--- config.mk ---
export PLATFORM = sky130hd
export DESIGN_NAME = fetch_stage_flat
export DESIGN_NICKNAME = d
export VERILOG_FILES = /design/src/rtl/fetch_stage_pkg.sv /design/src/rtl/fetch_stage_if.sv /design/src/rtl/fetch_stage_next_pc.sv /design/src/rtl/fetch_stage.sv /design/src/flat_wrapper.sv
export SDC_FILE = /design/constraint.sdc
export NUM_CORES = 1
export LEC_CHECK = 0
export BUFFER_PORTS_ARGS = -buffer_cell sky130_fd_sc_hd__buf_2
export CORE_UTILIZATION = 45
export DETAILED_ROUTE_END_ITERATION = 12
export GPL_ROUTABILITY_DRIVEN = 0
export PLACE_DENSITY = 0.72
export SYNTH_ARGS = -nofsm -noshare
export SYNTH_HDL_FRONTEND = slang
export SYNTH_HIERARCHICAL = 1
export SYNTH_SLANG_ARGS = --single-unit
--- constraint.sdc ---
create_clock -name clk -period 5.2 [get_ports clk]
set_clock_uncertainty 0.15 [all_clocks]
set_input_delay 0.52 -clock clk [delete_from_list [all_inputs] [get_ports clk]]
set_output_delay 0.52 -clock clk [all_outputs]
set_load 0.005 [all_outputs]
--- src/rtl/fetch_stage_pkg.sv ---
// Shared definitions for the instruction-fetch stage: state codes, opcodes,
// fault cause codes and the fetch-address legality check.
package cpu_defs_pkg;

  typedef enum logic [1:0] {
    BOOT  = 2'd0,
    RUN   = 2'd1,
    HALT  = 2'd2,
    FAULT = 2'd3
  } fetch_state_t;

  localparam logic [5:0]  OP_J           = 6'h02;
  localparam logic [5:0]  OP_JAL         = 6'h03;

  localparam logic [1:0]  FAULT_NONE     = 2'b00;
  localparam logic [1:0]  FAULT_MISALIGN = 2'b01;
  localparam logic [1:0]  FAULT_RANGE    = 2'b10;

  localparam logic [31:0] NOP            = 32'h0000_0000;

  // 33-bit address so that a pc+4 carry out of bit 31 lands in the range check
  function automatic logic [1:0] fetch_addr_check(input logic [32:0] addr,
                                                  input logic [32:0] limit);
    if (addr[1:0] != 2'b00) return FAULT_MISALIGN;
    if (addr >= limit)      return FAULT_RANGE;
    return FAULT_NONE;
  endfunction

endpackage

--- src/rtl/fetch_stage_if.sv ---
// Fetch-stage bus: instruction memory port, redirect input and IF/ID handshake.
interface fetch_if;
  logic [31:0] imem_addr;
  logic [31:0] imem_rdata;
  logic        redirect_valid;
  logic [31:0] redirect_target;
  logic        out_valid;
  logic        out_ready;
  logic [31:0] out_instr;
  logic [31:0] out_pc;
  logic [31:0] out_pc_plus4;

  modport master (
    output imem_addr,
    input  imem_rdata,
    input  redirect_valid,
    input  redirect_target,
    output out_valid,
    input  out_ready,
    output out_instr,
    output out_pc,
    output out_pc_plus4
  );

  modport slave (
    input  imem_addr,
    output imem_rdata,
    output redirect_valid,
    output redirect_target,
    input  out_valid,
    output out_ready,
    input  out_instr,
    input  out_pc,
    input  out_pc_plus4
  );
endinterface

--- src/rtl/fetch_stage_next_pc.sv ---
// Next-PC selection with fault classification of the candidate PC.
module fetch_next_pc
  import cpu_defs_pkg::*;
(
  input  logic [31:0] pc,
  input  logic        redirect_valid,
  input  logic [31:0] redirect_target,
  input  logic        load,
  input  logic [32:0] range_limit,
  output logic [31:0] next_pc,
  output logic [1:0]  fault_cause,
  output logic [31:0] fault_addr
);

  logic [32:0] cand;

  always_comb begin
    cand = {1'b0, pc};
    if (redirect_valid)
      cand = {1'b0, redirect_target};
    else if (load)
      cand = {1'b0, pc} + 33'd4;

    fault_cause = FAULT_NONE;
    if (redirect_valid || load)
      fault_cause = fetch_addr_check(cand, range_limit);

    fault_addr = cand[31:0];
    // a faulting candidate never reaches the PC
    next_pc    = (fault_cause == FAULT_NONE) ? cand[31:0] : pc;
  end

endmodule

--- src/rtl/fetch_stage.sv ---
// Instruction-fetch stage: PC owner, IF/ID output register, halt/fault FSM
// and handoff counter.
//
//   state | meaning
//   BOOT  | first cycle after reset, RESET_PC checked
//   RUN   | fetching, one instruction per cycle when downstream is ready
//   HALT  | self-loop j handed off, fetch stopped until reset
//   FAULT | illegal fetch address seen, fetch stopped until reset
module fetch_stage
  import cpu_defs_pkg::*;
#(
  parameter logic [31:0] RESET_PC    = 32'h0000_0000,
  parameter int          IMEM_WORDS  = 256,
  parameter bit          HALT_DETECT = 1'b1
) (
  input  logic        clk,
  input  logic        rst_n,
  fetch_if.master     fif,
  output logic        halted,
  output logic        fault,
  output logic [1:0]  fault_cause,
  output logic [31:0] fault_addr,
  output logic [31:0] fetch_count
);

  localparam logic [1:0]  ST_BOOT     = BOOT;
  localparam logic [1:0]  ST_RUN      = RUN;
  localparam logic [1:0]  ST_HALT     = HALT;
  localparam logic [1:0]  ST_FAULT    = FAULT;

  localparam logic [32:0] RANGE_LIMIT = 33'(IMEM_WORDS) << 2;
  localparam logic [1:0]  BOOT_CAUSE  = fetch_addr_check({1'b0, RESET_PC}, RANGE_LIMIT);

  logic [1:0]  state;
  logic [31:0] pc;
  logic        halt_pend;
  logic        handoff;
  logic        redir;
  logic        load;
  logic        halt_hit;
  logic [31:0] nxt_pc;
  logic [1:0]  nxt_cause;
  logic [31:0] nxt_addr;

  assign fif.imem_addr = pc;
  assign handoff       = fif.out_valid & fif.out_ready;
  assign redir         = (state == ST_RUN) & fif.redirect_valid;
  // once the halt idiom is in the output register nothing further is loaded
  assign load          = (state == ST_RUN) & (~fif.out_valid | fif.out_ready)
                         & ~fif.redirect_valid & ~halt_pend;
  assign halt_hit      = HALT_DETECT
                         && (fif.imem_rdata[31:26] == OP_J)
                         && (fif.imem_rdata[25:0] == pc[27:2]);

  assign halted = (state == ST_HALT);
  assign fault  = (state == ST_FAULT);

  fetch_next_pc u_next_pc (
    .pc              (pc),
    .redirect_valid  (redir),
    .redirect_target (fif.redirect_target),
    .load            (load),
    .range_limit     (RANGE_LIMIT),
    .next_pc         (nxt_pc),
    .fault_cause     (nxt_cause),
    .fault_addr      (nxt_addr)
  );

  always_ff @(posedge clk or negedge rst_n) begin
    if (!rst_n) begin
      state            <= ST_BOOT;
      pc               <= RESET_PC;
      halt_pend        <= 1'b0;
      fif.out_valid    <= 1'b0;
      fif.out_instr    <= NOP;
      fif.out_pc       <= 32'h0;
      fif.out_pc_plus4 <= 32'h0;
      fault_cause      <= FAULT_NONE;
      fault_addr       <= 32'h0;
      fetch_count      <= 32'h0;
    end else begin
      if (handoff)
        fetch_count <= fetch_count + 32'd1;

      case (state)
        ST_BOOT: begin
          if (BOOT_CAUSE != FAULT_NONE) begin
            state       <= ST_FAULT;
            fault_cause <= BOOT_CAUSE;
            fault_addr  <= RESET_PC;
          end else begin
            state <= ST_RUN;
          end
        end
        ST_RUN: begin
          if (nxt_cause != FAULT_NONE) begin
            state         <= ST_FAULT;
            fault_cause   <= nxt_cause;
            fault_addr    <= nxt_addr;
            fif.out_valid <= 1'b0;
            halt_pend     <= 1'b0;
          end else if (redir) begin
            pc            <= nxt_pc;
            fif.out_valid <= 1'b0;
            halt_pend     <= 1'b0;
          end else if (halt_pend) begin
            if (handoff) begin
              state         <= ST_HALT;
              fif.out_valid <= 1'b0;
              halt_pend     <= 1'b0;
            end
          end else if (load) begin
            fif.out_instr    <= fif.imem_rdata;
            fif.out_pc       <= pc;
            fif.out_pc_plus4 <= pc + 32'd4;
            fif.out_valid    <= 1'b1;
            pc               <= nxt_pc;
            halt_pend        <= halt_hit;
          end
        end
        default: ;
      endcase
    end
  end

endmodule

--- src/flat_wrapper.sv ---
// flat-port wrapper written by rule: the top's interface ports become plain ports
module fetch_stage_flat import cpu_defs_pkg::*;
#(
  parameter logic [31:0] RESET_PC    = 32'h0000_0000,
  parameter int          IMEM_WORDS  = 256,
  parameter bit          HALT_DETECT = 1'b1
)
  (clk, rst_n, halted, fault, fault_cause, fault_addr, fetch_count, fif_imem_addr, fif_imem_rdata, fif_redirect_valid, fif_redirect_target, fif_out_valid, fif_out_ready, fif_out_instr, fif_out_pc, fif_out_pc_plus4);
  fetch_if fif_i ();
  input  logic clk;
  input  logic rst_n;
  output logic halted;
  output logic fault;
  output logic [1:0] fault_cause;
  output logic [31:0] fault_addr;
  output logic [31:0] fetch_count;
  output wire logic [$bits(fif_i.imem_addr)-1:0] fif_imem_addr;
  input wire logic [$bits(fif_i.imem_rdata)-1:0] fif_imem_rdata;
  input wire logic [$bits(fif_i.redirect_valid)-1:0] fif_redirect_valid;
  input wire logic [$bits(fif_i.redirect_target)-1:0] fif_redirect_target;
  output wire logic [$bits(fif_i.out_valid)-1:0] fif_out_valid;
  input wire logic [$bits(fif_i.out_ready)-1:0] fif_out_ready;
  output wire logic [$bits(fif_i.out_instr)-1:0] fif_out_instr;
  output wire logic [$bits(fif_i.out_pc)-1:0] fif_out_pc;
  output wire logic [$bits(fif_i.out_pc_plus4)-1:0] fif_out_pc_plus4;
  assign fif_imem_addr = fif_i.imem_addr;
  assign fif_i.imem_rdata = fif_imem_rdata;
  assign fif_i.redirect_valid = fif_redirect_valid;
  assign fif_i.redirect_target = fif_redirect_target;
  assign fif_out_valid = fif_i.out_valid;
  assign fif_i.out_ready = fif_out_ready;
  assign fif_out_instr = fif_i.out_instr;
  assign fif_out_pc = fif_i.out_pc;
  assign fif_out_pc_plus4 = fif_i.out_pc_plus4;
  fetch_stage #(.RESET_PC(RESET_PC), .IMEM_WORDS(IMEM_WORDS), .HALT_DETECT(HALT_DETECT)) u_core (.clk(clk), .rst_n(rst_n), .fif(fif_i), .halted(halted), .fault(fault), .fault_cause(fault_cause), .fault_addr(fault_addr), .fetch_count(fetch_count));
endmodule
# ---- After elaboration in Yosys (flattened, before gate mapping)
# Cells that the tools add are included.
dict set report totals {
  regBits 198
  out_inout_bits 197
}
dict set report classes {
  n_reduce_logical 14
  n_eq_ne 10
  n_mux 31
  n_bitwise 11
  add_sub_neg 3
  magnitude_cmp 1
}
# operator n
set ops {}
lappend ops {{two-way mux 32 bit} 4}
lappend ops {{two-way mux 33 bit} 2}
lappend ops {{adder 32 x 3 -> 33 bit, second input constant} 1}
lappend ops {{greater-or-equal comparator 33 x 11 -> 1 bit, second input constant} 1}
lappend ops {{adder 32 x 1 -> 32 bit, second input constant} 1}
lappend ops {{adder 32 x 3 -> 32 bit, second input constant} 1}
lappend ops {{== test 26 bit} 1}
lappend ops {{two-way mux 2 bit} 9}
lappend ops {{two-way mux 1 bit} 15}
lappend ops {{AND reduction 4 bit} 2}
lappend ops {{nonzero test 2 bit} 4}
lappend ops {{== test 6 x 2 -> 1 bit, second input constant} 1}
lappend ops {{inequality test 3 x 2 -> 1 bit, second input constant} 2}
lappend ops {{bitwise AND 1 bit} 5}
lappend ops {{inverter 1 bit} 5}
lappend ops {{AND reduction 5 bit} 1}
lappend ops {{== test 2 bit, second input constant} 2}
lappend ops {{zero test 2 bit} 2}
lappend ops {{inequality test 4 bit, second input constant} 1}
lappend ops {{one-hot mux 2 bit (2 select lines)} 1}
lappend ops {{nonzero test 4 bit} 1}
lappend ops {{inequality test 3 bit, second input constant} 1}
lappend ops {{AND reduction 3 bit} 1}
lappend ops {{== test 2 x 1 -> 1 bit, second input constant} 1}
lappend ops {{5 further kinds} 5}

# ---- Logic depth before layout (Yosys ltp)
dict set report depth {
  word_depth 20
  ltp_mapped 24
  depth_no_buf 20
}

# ---- Cells and area by module
# Netlist, hierarchy kept.
# module seq_area_each_um2 area_per_inst_um2 n_inst cells_each
set modules_own_cells {}
lappend modules_own_cells {fetch_stage 4904.7 8414.3 1 792}
lappend modules_own_cells {fetch_next_pc 0.0 2439.8 1 333}

# ---- Worst setup path after synthesis
# No wires, ideal clock.
dict set report synth_path {
  path_kind {input port to flip-flop}
  start {in fif_out_ready}
  end {reg u_core.fault_addr[10]}
  t_arrival_ns 5.153
  stages 22
  path_slack_ns -0.227
  n_path_buf 3
  required_time_ns 4.925
  setup_ns 0.125
  path_cell_list {inv_1 a2111oi_2 buf_2 nand2_1 nor2_1 and3_1 clkbuf_1 and3_1 nand3_1 xor2_1 o21ai_0 ha_1 nand4_2 nor4_2 and4_1 o211a_1 a211oi_2 nor4_1 nor2_1 nor2_1 clkbuf_1 mux2_2}
}
dict set report synth_between {
  elab_chain_len 15
  word_cells_on_any_way 20
  cone_classes {1 x order compare; 11 x mux; 4 x bitwise; 4 x reduce/logical}
}
# element line
set synth_lines {}
lappend synth_lines {{start, declared} flat_wrapper.sv:22} ;# input wire logic [$bits(fif_i.out_ready)-1:0] fif_out_ready;
lappend synth_lines {{OR 1 bit *} fetch_stage.sv:49} ;# assign load = (state == ST_RUN) & (~fif.out_valid | fif.out_ready)
lappend synth_lines {{bitwise AND 1 bit *} fetch_stage.sv:49}
lappend synth_lines {{bitwise AND 1 bit * (2 in series)} fetch_stage.sv:50} ;# & ~fif.redirect_valid & ~halt_pend;
lappend synth_lines {{named net u_core.load} fetch_stage.sv:39} ;# logic load;
lappend synth_lines {{two-way mux 33 bit *} fetch_stage_next_pc.sv:21} ;# else if (load)
lappend synth_lines {{two-way mux 33 bit *} fetch_stage_next_pc.sv:19} ;# if (redirect_valid)
lappend synth_lines {{named net u_core.nxt_addr[30]} fetch_stage.sv:43} ;# logic [31:0] nxt_addr;
lappend synth_lines {{greater-or-equal comparator 33 x 11 -> 1 bit *} fetch_stage_pkg.sv:25} ;# if (addr >= limit) return FAULT_RANGE;
lappend synth_lines {{two-way mux 1 bit (2 in series)} fetch_stage_pkg.sv:25}
lappend synth_lines {{two-way mux 1 bit} fetch_stage_next_pc.sv:25} ;# if (redirect_valid || load)
lappend synth_lines {{two-way mux 2 bit *} fetch_stage_pkg.sv:26} ;# return FAULT_NONE;
lappend synth_lines {{two-way mux 2 bit *} fetch_stage_pkg.sv:25}
lappend synth_lines {{two-way mux 2 bit *} fetch_stage_next_pc.sv:25}
lappend synth_lines {{named net u_core.nxt_cause[1]} fetch_stage.sv:42} ;# logic [1:0] nxt_cause;
lappend synth_lines {{nonzero test 2 bit *} fetch_stage.sv:96} ;# if (nxt_cause != FAULT_NONE) begin
lappend synth_lines {{AND reduction 2 bit (no source line) *} -}
lappend synth_lines {{end signal, assigned} fetch_stage.sv:99} ;# fault_addr <= nxt_addr;
lappend synth_lines {{end, declared} fetch_stage.sv:22} ;# output logic [31:0] fault_addr,
# The timed path passes the listed nets; every way through them passes the cells marked *. The select of a mux whose other input is x is not followed.
# A chain may end at the register's enable or synchronous reset.

# ---- Worst setup path after layout
dict set report layout_path {
  start {reg u_core.state[1]}
  end {reg u_core.pc[24], in the netlist u_core/fif.imem_addr[24]}
}
dict set report layout_between {
  elab_chain_len 18
  word_cells_on_any_way 29
  cone_classes {1 x order compare; 2 x eq/ne; 15 x mux; 5 x bitwise; 6 x reduce/logical}
}
# element line
set layout_lines {}
lappend layout_lines {{start, declared} fetch_stage.sv:34} ;# logic [1:0] state;
lappend layout_lines {{start signal, assigned} fetch_stage.sv:71} ;# state <= ST_BOOT;
lappend layout_lines {{start signal, assigned} fetch_stage.sv:88} ;# state <= ST_FAULT;
lappend layout_lines {{start signal, assigned} fetch_stage.sv:92} ;# state <= ST_RUN;
lappend layout_lines {{== test 2 x 1 -> 1 bit *} fetch_stage.sv:49}
lappend layout_lines {{bitwise AND 1 bit *} fetch_stage.sv:49}
lappend layout_lines {{bitwise AND 1 bit * (2 in series)} fetch_stage.sv:50}
lappend layout_lines {{named net u_core.load} fetch_stage.sv:39}
lappend layout_lines {{two-way mux 33 bit *} fetch_stage_next_pc.sv:21}
lappend layout_lines {{two-way mux 33 bit *} fetch_stage_next_pc.sv:19}
lappend layout_lines {{named net u_core.nxt_addr[27]} fetch_stage.sv:43}
lappend layout_lines {{greater-or-equal comparator 33 x 11 -> 1 bit *} fetch_stage_pkg.sv:25}
lappend layout_lines {{(+4 left out)} -}
lappend layout_lines {{two-way mux 2 bit *} fetch_stage_pkg.sv:25}
lappend layout_lines {{two-way mux 2 bit *} fetch_stage_next_pc.sv:25}
lappend layout_lines {{named net u_core.nxt_cause[1]} fetch_stage.sv:42}
lappend layout_lines {{zero test 2 bit} fetch_stage_next_pc.sv:30} ;# next_pc = (fault_cause == FAULT_NONE) ? cand[31:0] : pc;
lappend layout_lines {{two-way mux 32 bit} fetch_stage_next_pc.sv:30}
lappend layout_lines {{two-way mux 32 bit} fetch_stage.sv:112} ;# end else if (load) begin
lappend layout_lines {{two-way mux 32 bit} fetch_stage.sv:106} ;# end else if (halt_pend) begin
lappend layout_lines {{two-way mux 32 bit} fetch_stage.sv:102} ;# end else if (redir) begin
lappend layout_lines {{end signal, assigned} fetch_stage.sv:103} ;# pc <= nxt_pc;
lappend layout_lines {{end signal, assigned} fetch_stage.sv:117} ;# pc <= nxt_pc;
lappend layout_lines {{end, declared} fetch_stage.sv:35} ;# logic [31:0] pc;
# Marked as above.

==> flow_summary.yaml <==
run_status:
  status: "complete, no violations"
setup_path:
  rr_worst_depth: 24
  critPathMaxFanout: 8
  cp-start-kind: "flop"
  cp.required_ns: 5.36
  crit_arrival_ns: 5.19
  cp-end-kind: "flop"
  critPathKind: "flop to flop"
clock_tree:
  cts.clk_slew.worst_paths_ns: 0.08
  clock_latency_ns: 0.44
  cts_buffer_depth: 2
  ctsHoldBuffers: 0
  cts_sinks: 196
  cts_tree: "built"
  clockRootBuffer: "clkbuf_16"
  cts_buffers: 17
  h-tree-depth: 4
synthesis:
  ys_seq_elements: 196
  synth-edff-count: 0
  ys_top_cells_by_count: "299 x nand2_1, 196 x dfrtp_1, 68 x mux2_2"
  synthCells: 1125
  synth.avg_cell_area_um2: 9.648
  async_flop_share: 1.000
  synth.top_cell.area_share: 0.4519
  synth_flop_cell: "dfrtp_1"
  yosysMostFrequentCell: "nand2_1"
  synth.area.top_cells: "dfrtp_1 45%, nand2_1 10%, mux2_2 7.1%"
  synth_cell_types: 61
  synth-seq-area-share: 0.4519
  synth_top_area_cell: "dfrtp_1"
  ys_warn_count: 6
  syn_area_um2: 10850
layout:
  multi_input_area_um2: 5761
  area_growth_syn_to_layout_pct: 30.14
  drive_above_1_share: 0.3498
  design_area_um2: 14130
  layout.nets: 1586
  fillerInstances: 2008
  antennaDiodeCount: 0
  area.sequential_um2: 4907
detailed_routing:
  drt_first_pass_iters: 5
  drc_errors: 0
  wire_per_inst_um: 17.51
  vias: 9284
  dr.first_iter.drc_count: 618
  viasPerCell: 5.118
  final_antenna_net_count: 0
  drt-total-wl_um: 31760
power_and_ir_drop:
  power.leakage_nw: 7.166
  powerDensity_nw_per_um2: 530.9
  total_power_w: 0.007499
  ir_worst_vdd_mv: 0.2374
timing:
  fin_crit_sh: 0.9665
  period_minus_slack_ns: 5.026
  worstMarginPinSlew_ns: 0.9909
  hold_viol_final: 0
  max_slew_margin: 0.3333
  hold_slack_ns: 0.01616
  rsz0062_at_grt: "true"
  worst_slack_ns: 0.1740
  setup_violations: 0
  drv_slew: 0
  clock.fmax_ghz: 0.1990
  fin_tns_setup_ns: 0
global_routing:
  antenna_found_initial: 0
  track_usage: 0.2540
  grt_pass1_vias: 9041
  gr-total-overflow: 0
  grt_max_degree: 99
  grt_pass1_wl_um: 48020
flow_run:
  drv_cap: 0
floorplan:
  io_pins: 265
  dieArea_um2: 24740
  rows: 56
  die_w_um: 157.3
  start_util: 0.4610
  core_area_um2: 23540
  dieHeight_um: 157.3
place:
  hpwlAfterDp_um: 22570
  placed_area_um2: 13200
  dp_slack_ns: -0.3700
  portBuffers: 264
min_path:
  hold_path.class: "primary input to async pin"
[registers in the layout, indices dropped and copies added, names as in the netlist]
name,count
u_core/halt_pend,1
u_core/fif.out_valid,1
u_core/state,2
u_core/fault_addr,32
u_core/fault_cause,2
u_core/fif.out_pc,32
u_core/fif.out_instr,32
u_core/fif.out_pc_plus4,30
u_core/fif.imem_addr,32
u_core/fetch_count,32
[cell usage in the layout, fill, tap and decap left out, types with 27 or more instances in the layout]
master / synthesis / routed
nand2_1: 299 / 298
mux2_2: 68 / 68
conb_1: 2 / 33
o21ai_0: 66 / 65
ha_1: 36 / 35
xor2_1: 48 / 48
buf_4: 2 / 83
inv_1: 38 / 38
buf_2: 9 / 263
xnor2_1: 65 / 65
dfrtp_1: 196 / 194
nand3_1: 28 / 27
[where the power goes]
group / switching (W) / internal, W
logic: 0.00190 / 0.00174
clock network: 0.000693 / 0.000672
registers: 0.000385 / 0.00211
[path summary, 6_finish.rpt]
kind                                                 startpoint                                 endpoint  slack, ns
min in group clk                             fif_imem_rdata[26]     u_core/fif.out_instr[26]$_DFFE_PN0P_       0.13
hold reg to reg            u_core/fif.out_instr[26]$_DFFE_PN0P_     u_core/fif.out_instr[26]$_DFFE_PN0P_       0.32
hold / removal                                            rst_n        u_core/fetch_count[9]$_DFFE_PN0P_       0.02
max in group asynchronous                                 rst_n  u_core/fif.out_pc_plus4[31]$_DFFE_PN0P_       3.69
setup reg to reg                    u_core/state[1]$_DFFE_PN0P_     u_core/fif.imem_addr[24]$_DFFE_PN0P_       0.17
setup / recovery                    u_core/state[1]$_DFFE_PN0P_     u_core/fif.imem_addr[24]$_DFFE_PN0P_       0.17
[kinds of logic (layout without fill, tap and decap cells)]
group | count (synthesis) | count (layout) | synth area share
AO/OA/AOI/OAI | 108 | 108 | 0.06040
XOR/XNOR | 114 | 114 | 0.09268
adder cells (fa/ha/maj) | 36 | 36 | 0.04150
buffers and inverters | 96 | 435 | 0.03781
flip-flops | 196 | 196 | 0.4519
multiplexers | 99 | 99 | 0.1107
other | 2 | 33 | 0.0006919
AND/OR/NAND/NOR | 474 | 474 | 0.2044
[critical path, cell delays in order (launching register included)]
cell and delay, ns:
dfrtp_1 0.39, nand2b_4 0.15, a2111oi_4 0.20, buf_4 0.20, nand3_2 0.08, nand4bb_4 0.26
nor3_4 0.21, buf_6 0.13, buf_6 0.09, and3_4 0.19, xor2_1 0.06, o21a_1 0.21
ha_1 0.30, nand4_1 0.18, nor4_4 0.31, and4_1 0.27, o211a_1 0.18, a211oi_2 0.07
nor4_4 0.25, nor2_2 0.10, buf_4 0.15, o211ai_1 0.07, buf_4 0.20, clkbuf_16 0.18
mux2_2 0.34
[final cells by class]
| class | count | area share |
|---|---|---|
| clock inverter | 14 | 0.01205 |
| multi-input combinational | 864 | 0.4078 |
| timing repair buffer | 365 | 0.1633 |
| inverter | 38 | 0.01010 |
| sequential | 196 | 0.3474 |
| clock buffer | 18 | 0.03109 |
| tap | 319 | 0.02826 |
[timing repair]
action                                  4_1_cts  5_1_grt
gates resized for setup                      11       14
gates cloned                                  2        3
pin swaps                                     9       11
buffers inserted                              9        5
endpoints found under the setup margin      108      121
[metrics by stage]
step / cells / utilization
2_1_floorplan: 1156 / -
3_3_place_gp: 1764 / 0.5606
3_5_place_dp: 1764 / 0.5606
4_1_cts: 1807 / 0.5938
5_1_grt: 1814 / 0.6000
6_report: 1814 / 0.6000
[metal layers]
metal / part of all wire / GRT usage / up-vias
li1: - / - / 4475
met1: 0.45 / 0.3371 / 4454
met2: 0.47 / 0.4168 / 306
met3: 0.055 / 0.04488 / 49
met4: 0.023 / 0.08784 / 0
met5: 0 / 0 / -
No activity file was read; power rests on OpenSTA's default activity.
